## src/rtl/fpu_pkg.sv

```systemverilog
// Shared FPU constants, the fp32 field struct and the divider state enum.
// Imported by the add/sub unit, fp32_classify and fp32_div_seq.
package fpu_pkg;

    localparam int EXP_W = 8;
    localparam int MAN_W = 23;
    localparam int BIAS  = 127;
    localparam int ITERS = MAN_W + 3;

    localparam logic [31:0] QNAN    = 32'h7FC0_0000;
    localparam logic [31:0] POS_INF = 32'h7F80_0000;

    typedef struct packed {
        logic             sign;
        logic [EXP_W-1:0] exp;
        logic [MAN_W-1:0] man;
    } fp32_t;

    typedef enum logic [2:0] {
        S_IDLE,
        S_UNPACK,
        S_DIVIDE,
        S_NORM_RND,
        S_DONE
    } state_e;

endpackage

```

## src/rtl/fp32_classify.sv

```systemverilog
// Combinational operand classifier for one fp32 value.
// Ports: op (in fp32_t); is_zero, is_inf, is_nan, is_sub (out).
module fp32_classify
    import fpu_pkg::*;
(
    input  fp32_t op,
    output logic  is_zero,
    output logic  is_inf,
    output logic  is_nan,
    output logic  is_sub
);

    logic exp_zero;
    logic exp_ones;
    logic man_zero;

    assign exp_zero = (op.exp == '0);
    assign exp_ones = (op.exp == '1);
    assign man_zero = (op.man == '0);

    assign is_zero = exp_zero & man_zero;
    assign is_sub  = exp_zero & ~man_zero;
    assign is_inf  = exp_ones & man_zero;
    assign is_nan  = exp_ones & ~man_zero;

endmodule

```

## src/rtl/fp32_div_seq.sv

```systemverilog
// Sequential fp32 divider, result = a / b, restoring division one bit per cycle.
// Ports: clk, rst_n (sync, low); in_valid/in_ready/a/b; out_valid/out_ready/result + flags.
module fp32_div_seq
    import fpu_pkg::*;
(
    input  logic        clk,
    input  logic        rst_n,
    input  logic        in_valid,
    output logic        in_ready,
    input  logic [31:0] a,
    input  logic [31:0] b,
    output logic        out_valid,
    input  logic        out_ready,
    output logic [31:0] result,
    output logic        overflow,
    output logic        underflow,
    output logic        div_by_zero,
    output logic        invalid
);

    state_e             state_q, state_d;
    fp32_t              a_q, a_d, b_q, b_d;
    logic [24:0]        rem_q, rem_d;
    logic [25:0]        quo_q, quo_d;
    logic [4:0]         cnt_q, cnt_d;
    logic signed [9:0]  exp_q, exp_d;
    logic [31:0]        res_q, res_d;
    logic               ovf_q, ovf_d, unf_q, unf_d;
    logic               dbz_q, dbz_d, inv_q, inv_d;

    logic a_zc, a_inf, a_nan, a_sub;
    logic b_zc, b_inf, b_nan, b_sub;

    fp32_classify u_cls_a (
        .op      (a_q),
        .is_zero (a_zc),
        .is_inf  (a_inf),
        .is_nan  (a_nan),
        .is_sub  (a_sub)
    );

    fp32_classify u_cls_b (
        .op      (b_q),
        .is_zero (b_zc),
        .is_inf  (b_inf),
        .is_nan  (b_nan),
        .is_sub  (b_sub)
    );

    // Subnormals flush to zero
    logic a_zero, b_zero, special, sign;
    assign a_zero  = a_zc | a_sub;
    assign b_zero  = b_zc | b_sub;
    assign special = a_nan | b_nan | a_zero | b_zero | a_inf | b_inf;
    assign sign    = a_q.sign ^ b_q.sign;

    // One restoring step; the first step runs on the UNPACK edge from ma
    logic [23:0] mb;
    logic [24:0] rem_src, rem_sub, rem_nxt;
    logic [25:0] quo_src, quo_nxt;
    logic        q_bit;

    assign mb      = {1'b1, b_q.man};
    assign rem_src = (state_q == S_UNPACK) ? {2'b01, a_q.man} : rem_q;
    assign quo_src = (state_q == S_UNPACK) ? '0 : quo_q;
    assign q_bit   = (rem_src >= {1'b0, mb});
    assign rem_sub = q_bit ? rem_src - {1'b0, mb} : rem_src;
    assign rem_nxt = rem_sub << 1;
    assign quo_nxt = (quo_src << 1) | 26'(q_bit);

    // Normalise (q in (0.5,2)) and round to nearest even
    logic [22:0]       n_frac;
    logic              n_lsb, n_g, n_r, sticky, rnd_up;
    logic [23:0]       n_sum;
    logic signed [9:0] n_exp, f_exp;

    assign sticky = |rem_q;
    assign n_frac = quo_q[25] ? quo_q[24:2] : quo_q[23:1];
    assign n_lsb  = n_frac[0];
    assign n_g    = quo_q[25] ? quo_q[1] : quo_q[0];
    assign n_r    = quo_q[25] & quo_q[0];
    assign n_exp  = quo_q[25] ? exp_q : exp_q - 10'sd1;
    assign rnd_up = n_g & (n_r | sticky | n_lsb);
    // Carry out of the fraction means mantissa rolled to 2.0
    assign n_sum  = {1'b0, n_frac} + {23'd0, rnd_up};
    assign f_exp  = n_exp + $signed({9'd0, n_sum[23]});

    always_comb begin
        state_d = state_q;
        a_d     = a_q;
        b_d     = b_q;
        rem_d   = rem_q;
        quo_d   = quo_q;
        cnt_d   = cnt_q;
        exp_d   = exp_q;
        res_d   = res_q;
        ovf_d   = ovf_q;
        unf_d   = unf_q;
        dbz_d   = dbz_q;
        inv_d   = inv_q;
        unique case (state_q)
            S_IDLE: begin
                if (in_valid) begin
                    a_d     = a;
                    b_d     = b;
                    state_d = S_UNPACK;
                end
            end
            S_UNPACK: begin
                if (special) begin
                    state_d = S_DONE;
                    if (a_nan | b_nan | (a_zero & b_zero) | (a_inf & b_inf)) begin
                        res_d = QNAN;
                        inv_d = 1'b1;
                    end else if (b_zero & ~a_inf) begin
                        res_d = {sign, POS_INF[30:0]};
                        dbz_d = 1'b1;
                    end else if (a_inf) begin
                        res_d = {sign, POS_INF[30:0]};
                    end else begin
                        res_d = {sign, 31'd0};
                    end
                end else begin
                    rem_d   = rem_nxt;
                    quo_d   = quo_nxt;
                    cnt_d   = 5'(ITERS - 2);
                    exp_d   = $signed({2'b00, a_q.exp}) - $signed({2'b00, b_q.exp})
                              + 10'(BIAS);
                    state_d = S_DIVIDE;
                end
            end
            S_DIVIDE: begin
                rem_d = rem_nxt;
                quo_d = quo_nxt;
                cnt_d = cnt_q - 5'd1;
                if (cnt_q == '0) state_d = S_NORM_RND;
            end
            S_NORM_RND: begin
                state_d = S_DONE;
                if (f_exp >= 10'sd255) begin
                    res_d = {sign, POS_INF[30:0]};
                    ovf_d = 1'b1;
                end else if (f_exp <= 10'sd0) begin
                    res_d = {sign, 31'd0};
                    unf_d = 1'b1;
                end else begin
                    res_d = {sign, f_exp[7:0], n_sum[22:0]};
                end
            end
            S_DONE: begin
                if (out_ready) begin
                    state_d = S_IDLE;
                    ovf_d   = 1'b0;
                    unf_d   = 1'b0;
                    dbz_d   = 1'b0;
                    inv_d   = 1'b0;
                end
            end
            default: state_d = S_IDLE;
        endcase
    end

    always_ff @(posedge clk) begin
        if (!rst_n) begin
            state_q <= S_IDLE;
            a_q     <= '0;
            b_q     <= '0;
            rem_q   <= '0;
            quo_q   <= '0;
            cnt_q   <= '0;
            exp_q   <= '0;
            res_q   <= '0;
            ovf_q   <= 1'b0;
            unf_q   <= 1'b0;
            dbz_q   <= 1'b0;
            inv_q   <= 1'b0;
        end else begin
            state_q <= state_d;
            a_q     <= a_d;
            b_q     <= b_d;
            rem_q   <= rem_d;
            quo_q   <= quo_d;
            cnt_q   <= cnt_d;
            exp_q   <= exp_d;
            res_q   <= res_d;
            ovf_q   <= ovf_d;
            unf_q   <= unf_d;
            dbz_q   <= dbz_d;
            inv_q   <= inv_d;
        end
    end

    assign in_ready    = (state_q == S_IDLE);
    assign out_valid   = (state_q == S_DONE);
    assign result      = res_q;
    assign overflow    = ovf_q;
    assign underflow   = unf_q;
    assign div_by_zero = dbz_q;
    assign invalid     = inv_q;

endmodule

```

## config.mk

```make
export PLATFORM = sky130hd
export DESIGN_NAME = fp32_div_seq
export DESIGN_NICKNAME = d
export VERILOG_FILES = /design/src/rtl/fpu_pkg.sv /design/src/rtl/fp32_classify.sv /design/src/rtl/fp32_div_seq.sv
export SDC_FILE = /design/constraint.sdc
export NUM_CORES = 1
export LEC_CHECK = 0
export CORE_MARGIN = 2
export CORE_UTILIZATION = 50
export DETAILED_ROUTE_END_ITERATION = 10
export PLACE_DENSITY = 0.73
export SETUP_SLACK_MARGIN = 0.1
export SLEW_MARGIN = 20
export SYNTH_ARGS = -nofsm -noshare
export SYNTH_HDL_FRONTEND = slang
export SYNTH_SLANG_ARGS = --single-unit
```

## constraint.sdc

```tcl
create_clock -name clk -period 7 [get_ports clk]
set_clock_uncertainty 0.1 [all_clocks]
set_input_delay 1.4 -clock clk [delete_from_list [all_inputs] [get_ports clk]]
set_output_delay 1.4 -clock clk [all_outputs]
set_load 0.02 [all_outputs]
```

Yosys cells after proc, flatten, opt, wreduce, memory -nomap -nowiden
Cells that the tools add are included.
- register bits after elaboration: 169
- bits in latches: 0
- RAM bits: 0
- bits in read-only memories: 0
- output and inout port bits: 38
- memories: 0
- $add $sub $neg: 7
- multiply operators: 0
- divide/modulo/power cells: 0
- order comparisons: 3
- eq/ne operators: 17
- shift operators: 0
- muxes and demuxes: 37
- bitwise gates (word level): 30
- reduce and logical (&&, ||, !) cells: 20
- operator list (operator ; number):
    two-way mux 31 bit ; 4
    two-way mux 25 bit ; 3
    two-way mux 32 bit ; 2
    case mux 32 bit (2 select lines) ; 1
    case mux 26 bit (2 select lines) ; 1
    case mux 25 bit (2 select lines) ; 1
    logical NOT 23 bit ; 2
    two-way mux 26 bit ; 1
    OR 26 x 1 -> 26 bit ; 1
    >= comparator 25 x 24 -> 1 bit ; 1
    OR reduction 25 bit ; 1
    adder 23 x 1 -> 24 bit ; 1
    two-way mux 24 bit ; 1
    subtractor 24 bit ; 1
    two-way mux 23 bit ; 1
    equality test 8 bit (second input constant) ; 2
    logical NOT 8 bit ; 2
    != test 2 bit (second input constant) ; 8
    case mux 3 bit (5 select lines) ; 1
    bitwise AND 1 bit ; 13
    two-way mux 3 bit ; 4
    OR 1 bit ; 11
    adder 10 x 2 -> 10 bit ; 1
    adder 9 x 8 -> 10 bit (second input constant) ; 1
    23 further kinds ; 49

Logic depth before layout (Yosys ltp)
Gate-level depths: netlist of run 1.
- word-level depth: 10
- mapped depth: 20
- mapped depth without buffers: 17

Hierarchy
A second synthesis of run 1 with hierarchy kept.
- cell total of the unflattened synthesis: 1351
- area total of the unflattened synthesis: 10176.0 µm²
- modules (own cells, without submodules) (module ; times used ; cells an instance ; area an instance (µm²)):
    fp32_div_seq ; 1 ; 1311 ; 9905.8
    fp32_classify ; 2 ; 20 ; 135.1

Least setup slack after synthesis of run 1
OpenSTA, ideal clock, no wires.
- path type: register to register
- start: register quo_q[25]
- end: register res_q[14], in the netlist result[14]
- data arrival time: 4.643 ns
- required time: 6.840 ns
- setup slack: 2.197 ns
- stages on the path, launching flop included: 20
- buffers on the path: 2
- clock period less this slack: 4.803 ns
- path through: dfxtp_1 > buf_2 > nand2b_1 > a2111o_1 > nor4_1 > nor2b_1 > and2_1 > nand2_1 > nor3_1 > ha_1 > ha_1 > nand2_1 > o21ai_0 > o211ai_1 > o2bb2ai_1 > or3_1 > a211o_1 > a21oi_4 > buf_6 > a32o_1
- word-level cells in the longest chain between the ends: 10
- ends and longest elaborated chain (element ; RTL line ; RTL):
    start: declaration ; fp32_div_seq.sv:24 ; logic [25:0] quo_q, quo_d;
    start signal: assignment ; fp32_div_seq.sv:182 ; quo_q <= quo_d;
    bitwise AND 1 bit ; fp32_div_seq.sv:81 ; assign n_r = quo_q[25] & quo_q[0];
    OR 1 bit (2 in a row) ; fp32_div_seq.sv:83 ; assign rnd_up = n_g & (n_r | sticky | n_lsb);
    bitwise AND 1 bit ; fp32_div_seq.sv:83 ;
    adder 23 x 1 -> 24 bit ; fp32_div_seq.sv:85 ; assign n_sum = {1'b0, n_frac} + {23'd0, rnd_up};
    adder 10 x 2 -> 10 bit ; fp32_div_seq.sv:86 ; assign f_exp = n_exp + $signed({9'd0, n_sum[23]});
    <= comparator 10 x 1 -> 1 bit ; fp32_div_seq.sv:143 ; end else if (f_exp <= 10'sd0) begin
    two-way mux 31 bit ; fp32_div_seq.sv:143 ;
    two-way mux 31 bit * ; fp32_div_seq.sv:140 ; if (f_exp >= 10'sd255) begin
    case mux 32 bit (2 select lines) * ; fp32_div_seq.sv:101 ; unique case (state_q)
    end signal: assignment ; fp32_div_seq.sv:185 ; res_q <= res_d;
    end: declaration ; fp32_div_seq.sv:27 ; logic [31:0] res_q, res_d;
Mark *: on every way between the ends. The rest lies on a longest branch, timed or not.
A chain may end at the register's enable or synchronous reset.

Worst setup path after layout of run 1
- start: register quo_q[25]
- end: register res_q[10], in the netlist result[10]
Same word-level chain as after synthesis.

==> qor.yml, run 1 <==
status: "finished clean"
cts_tree: "done"
critPathMaxStageDelay_ns: 0.73
ys_warn_count: 0
num_antenna_cells: 0
numCtsBuffers: 17
hold_violations: 0
drt-total-wl_um: 27200
fin_crit_ns: 5.96
synth-main-ff-cell: "dfxtp_1"
ys_seq_area_share_pct: 33.3
via_per_inst: 5.82
tightest_slew_ns: 1.07
slew_headroom_pct: 28.3
antenna_found_initial: 0
coreArea_um2: 20000
placed_cells: 1677
ys_types: 77
grt_start_max_net_pins: 100
synth_nets: 1490
p_leak_nw: 4.34
async_reset_ff_share_pct: 0
slowest_stage: "dfxtp_2"
critical_path_class: "reg -> reg"
dieHeight_um: 146
clock_path_buffers: 2
p_per_area_nw_per_um2: 292
cp_num_buf_inv: 0
mostFrequentLayoutCells: "nand2_1, dfxtp_1, a21oi_1"
io_pins: 106
grt-ovfl-total: 0
layout.cells.non_filler: 1709
area_delta_synth_final_pct: 17.0
r2r-start: "quo_q[25]"
synth-edff-count: 0
timing.rr.end: "result[10]"
fin_nets: 1534
ys_ff_latch: 168
slew_viol_final: 0
critPathLaunch: "quo_q[25]"
avgSynthCellArea_um2: 7.32
drc: 0
ctsHoldBuffers: 0
hpwl_um: 19900
cts_resized: 0
drt_first_iter_violations: 657
ctsRootBufferMaster: "clkbuf_16"
insertion_delay_ns: 0.44
crit_family: "compound AO/OA/AOI/OAI gates"
die-area_um2: 21400
required_ns: 7.28
die_w_um: 146
cts_sinks: 168
syn_area_um2: 10100
rsz0062_at_grt: "false"
maxCapViolCount: 0
hold_path.class: "reg -> reg"
reg2regPathDepth: 17
grt_usage_pct: 25.5
post-cts-setup-buffers: 0
grt_pass1_wl_um: 45100
worst_setup_path_start_kind: "flop"
cp_data_arrival_time_ns: 6.24
drive_above_1_share_pct: 4.79
cp_cell_sequence: "nand2_1 > a2111o_1 > nor4_1 > nor2b_1 > and2_1 > nand2_1 > nor3_1 > ha_1 > ha_1 > nand2_1 > o21ai_0 > o211ai_1 > o2bb2ai_1 > or3_1 > a211o_1 > a21oi_4 > a32o_1"
routabilityCongestion: 0.879
post_drt_wl_per_cell_um: 15.9
vias: 9949
post-route-period-util_pct: 85.2
first_pass_iters: 5
tns_ns: 0
crit_path_end: "result[10]"
path_clk_slew_ns: 0.07
portBuffers: 105
crit_fanout: 37
initial_utilization_pct: 50.5
setup_viol: 0
max_freq_ghz: 0.168
r2r_slack_ns: 1.04
fin_ws_ns: 1.04
cpMostUsedCell: "nand2_1"
synthCells: 1382
worstSetupEndpointType: "flop"
final_common_cell: "nand2_1"
grt_pass1_vias: 9143
ant_nets: 0
crit_cells: 17
pre_cts_slack_ns: 1.05
vdd_ir_drop_max_uv: 177
htree_levels: 4
std_cell_rows: 52
cell usage after synthesis, drive strengths merged (4+ instances only):
cell type    n  area [um2]
a211o        8        70.1
a211oi      25         188
a21boi      10        75.1
a21o         9        67.6
a21oi      156         796
a22o        13         114
a31oi       23         144
a32o        10         100
and2        13        81.3
and3        12        77.6
buf         14        91.3
clkbuf      75         283
dfxtp      168        3360
ha          38         475
inv         53         199
mux2i        9        93.8
nand2      286        1070
nand2b      11        68.8
nand3       65         325
nand4       14        87.6
nor2        73         274
nor2b       12        75.1
nor3        21         105
nor3b        4        30.0
nor4        28         188
o211ai       7        52.6
o21a        12        90.1
o21ai       82         410
o22ai        7        43.8
o31a         4        35.0
o31ai        9        67.6
or2          8        50.1
or3         10        62.6
xnor2       32         280
xor2        16         140
per-stage QoR:
| step | hold WS (ns) | cell area (um2) | utilization (%) | total power [mW] |
|---|---|---|---|---|
| 3_3_place_gp | 0.350 | 11200 | 56.0 | 2.46 |
| 3_5_place_dp | 0.359 | 11200 | 56.0 | 2.47 |
| 4_1_cts | 0.371 | 11800 | 59.0 | 3.44 |
| 2_1_floorplan | 0.344 | 10100 | - | 2.14 |
| 6_report | 0.367 | 11800 | 59.0 | 3.45 |
| 5_1_grt | 0.391 | 11800 | 59.0 | 3.66 |
worst min path at each step:
stage	cells after the start	from	endpoint	slack, ns
2_1_floorplan	2	exp_q[9]	exp_q[9]	0.34
3_3_place_gp	1	result[4]	result[4]	0.35
3_5_place_dp	1	result[4]	result[4]	0.36
4_1_cts	2	a_q[31]	a_q[31]	0.37
5_1_grt	2	b_q[12]	b_q[12]	0.39
6_report	1	result[19]	result[19]	0.37
per-layer routing:
| metal | share of wire (%) | global-route usage (%) | vias to the layer above |
|---|---|---|---|
| li1 | - | - | 4984 |
| met1 | 45 | 33.5 | 4645 |
| met2 | 47 | 42.4 | 271 |
| met3 | 4.6 | 4.22 | 49 |
| met4 | 3.2 | 9.32 | 0 |
| met5 | 0 | 0 | - |
sequential cells by signal (all words and copies together), names as in the netlist:
name,count
a_q,32
b_q,32
result,32
quo_q,26
rem_q,24
exp_q,10
cnt_q,5
state_q,3
div_by_zero,1
invalid,1
overflow,1
underflow,1
cell type report:
class                           instances  area [um2]
Clock buffer                           18         439
Clock inverter                         14         171
Inverter                               53         200
Multi-Input combinational cell       1072        6200
Sequential cell                       168        3360
Timing Repair Buffer                  114        1120
Fill cell                            1940        8210
Tap cell                              270         338
kinds of logic after synthesis:
family	count (synthesis)	share of synthesized area [%]
AND/OR/NAND/NOR	572	26.1
AO/OA/AOI/OAI	400	24.5
flip-flops	168	33.3
buffers and inverters	142	5.67
XOR/XNOR	48	4.16
adder cells (fa/ha/maj)	40	5.10
multiplexers	12	1.26
worst reg2reg max path, cell delays in order, from the launching register on:
cell and delay, ns:
dfxtp_2 0.73, nand2_1 0.22, a2111o_1 0.50, nor4_1 0.62, nor2b_1 0.39, and2_1 0.20, nand2_1 0.08, nor3_1 0.19
ha_1 0.20, ha_1 0.20, nand2_1 0.06, o21ai_0 0.53, o211ai_1 0.28, o2bb2ai_1 0.20, or3_1 0.35, a211o_1 0.31
a21oi_4 0.47, a32o_1 0.27
power by group:
part	internal (mW)	switching [mW]	leakage [nW]
Sequential	1.04	0.0855	1.37
Clock	0.524	0.447	0.302
Combinational	0.550	0.803	2.67
Total	2.12	1.34	4.34
Power figures use the tool's default switching activity.
==> run 2: changes to the inputs <==
SETUP_SLACK_MARGIN = 0.4   (was 0.1)
clock period = 7.4 ns   (was 7 ns; I/O delays follow)
==> qor.yml, run 2 (synthesized netlist as in run 1, its figures left out) <==
status: "finished clean"
cts_tree: "done"
hold_violations: 0  # unchanged
power_mw: 3.26  # -5.7%
final_area_um2: 11800  # -0.18%
top_layer: "met4"
tns_ns: 0  # unchanged
mostFrequentLayoutCells: "nand2_1, dfxtp_1, a21oi_1"
setup_viol: 0  # unchanged
maxCapViolCount: 0  # unchanged
r2r-start: "quo_q[25]"
layout.cells.non_filler: 1708  # -0.059%
drt_first_iter_violations: 686  # +4.4%
post_drt_wl_per_cell_um: 16.0  # +0.72%
ant_nets: 0  # unchanged
dieHeight_um: 146  # unchanged
coreArea_um2: 20000  # unchanged
vias: 9973  # +0.24%
fin_crit_ns: 6.02  # +0.0636 ns
grt_usage_pct: 25.6  # +0.057 points
die-area_um2: 21400  # unchanged
critPathLaunch: "quo_q[25]"
drt-total-wl_um: 27400  # +0.66%
regArea_um2: 3360  # unchanged
p_leak_nw: 4.32  # -0.37%
crit_fanout: 37  # unchanged
final_common_cell: "nand2_1"
hpwl_um: 19900  # about the same
cts_resized: 0  # unchanged
ctsHoldBuffers: 0  # unchanged
worst_setup_path_start_kind: "flop"
first_pass_iters: 5  # unchanged
drc: 0  # unchanged
portBuffers: 105  # unchanged
nFillCells: 1930  # -0.52%
drt-met1-wl_um: 12300  # -0.31%
numCtsBuffers: 17  # unchanged
cts_sinks: 168  # unchanged
slew_headroom_pct: 25.7  # -2.5 points
routabilityCongestion: 0.875  # -0.43%
grt_start_max_net_pins: 100  # unchanged
insertion_delay_ns: 0.44  # about the same
hold_path.class: "reg -> reg"
crit_path_end: "result[17]"
timing.rr.end: "result[17]"
grt_pass1_vias: 9206  # +0.69%
required_ns: 7.68  # +0.40 ns
tightest_slew_ns: 1.11  # +0.0376 ns
cp_data_arrival_time_ns: 6.30  # +0.06 ns
dr_wl_met3_um: 1270  # +1.7%
slew_viol_final: 0  # unchanged
placed_cells: 1677  # unchanged
area_delta_synth_final_pct: 16.8
antenna_found_initial: 0  # unchanged
clock_path_buffers: 2  # unchanged
htree_levels: 4  # unchanged
rsz0062_at_grt: "false"
io_pins: 106  # unchanged
initial_utilization_pct: 50.5  # unchanged
post-route-period-util_pct: 81.4  # -3.7 points
vdd_ir_drop_max_uv: 193  # +8.8%
fin_nets: 1534  # unchanged
num_antenna_cells: 0  # unchanged
ctsRootBufferMaster: "clkbuf_16"
worstSetupEndpointType: "flop"
place_area_um2: 11200  # unchanged
path_clk_slew_ns: 0.07  # about the same
die_w_um: 146  # unchanged
grt-ovfl-total: 0  # unchanged
std_cell_rows: 52  # unchanged
r2r_slack_ns: 1.38  # +0.34 ns
max_freq_ghz: 0.166  # -1.1%
p_per_area_nw_per_um2: 276  # -5.5%
critical_path_class: "reg -> reg"
multiInputGateArea_um2: 6200  # unchanged
grt_pass1_wl_um: 45200  # +0.32%
drive_above_1_share_pct: 4.73  # -0.066 points
via_per_inst: 5.84  # +0.30%
post-cts-setup-buffers: 0  # unchanged
reg2regPathDepth: 17  # unchanged
route.met2.wl_um: 13100  # +2.2%
==> run 2: changes by cell type in the layout (fill, tap and decap cells not counted) <==
cell / delta
clkinv_2: +1
clkbuf_8: -1
bufinv_16: +1
inv_6: +1
clkinv_8: -2
clkinvlp_4: +2
inv_8: -3
==> run 2: worst max-delay path, cell delays in order (launching register included) <==
cell       delay, ns
dfxtp_2         0.75
nand2_1         0.19
a2111o_1        0.51
nor4_1          0.63
nor2b_1         0.39
and2_1          0.20
nand2_1         0.09
nor3_1          0.21
ha_1            0.20
ha_1            0.20
nand2_1         0.07
o21ai_0         0.54
o211ai_1        0.28
o2bb2ai_1       0.21
or3_1           0.35
a211o_1         0.31
a21oi_4         0.48
a32o_1          0.25
==> run 2: cell type report <==
| cell class | count | share of cell area, % |
|---|---|---|
| clock inverters | 14 | 1.39 |
| multi-input cells | 1072 | 52.5 |
| flip-flops and latches | 168 | 28.5 |
| inverters | 53 | 1.69 |
| repair buffers | 114 | 9.47 |
| clock buffers | 17 | 3.60 |
| well taps | 270 | 2.86 |
==> run 2: routing by layer <==
layer	track usage, %	vias up
met5	0	-
met4	9.03	0
met3	3.88	42
met2	44.0	276
met1	32.7	4660
li1	-	4995
==> run 2: worst min path at each step <==
stage	from	endpoint	slack (ns)	cells past startpoint
6_report	a_q[31]	a_q[31]	0.37	2
2_1_floorplan	exp_q[9]	exp_q[9]	0.34	2
3_5_place_dp	overflow	overflow	0.35	1
3_3_place_gp	result[4]	result[4]	0.35	1
4_1_cts	result[4]	result[4]	0.37	1
5_1_grt	result[19]	result[19]	0.39	1
==> run 2: metrics by stage <==
step	worst slack [ns]	hold WS, ns	utilization, %
final	1.38	0.367	58.9
after global routing	0.902	0.390	58.9
after CTS	1.41	0.369	58.9
after detailed placement	1.42	0.354	56.0
after global placement	1.64	0.351	56.0
after floorplan	2.60	0.344	-
==> run 2: power by group <==
group / switching (mW) / internal (mW)
clock: 0.402 / 0.506
combinational: 0.760 / 0.520
sequential: 0.0819 / 0.986
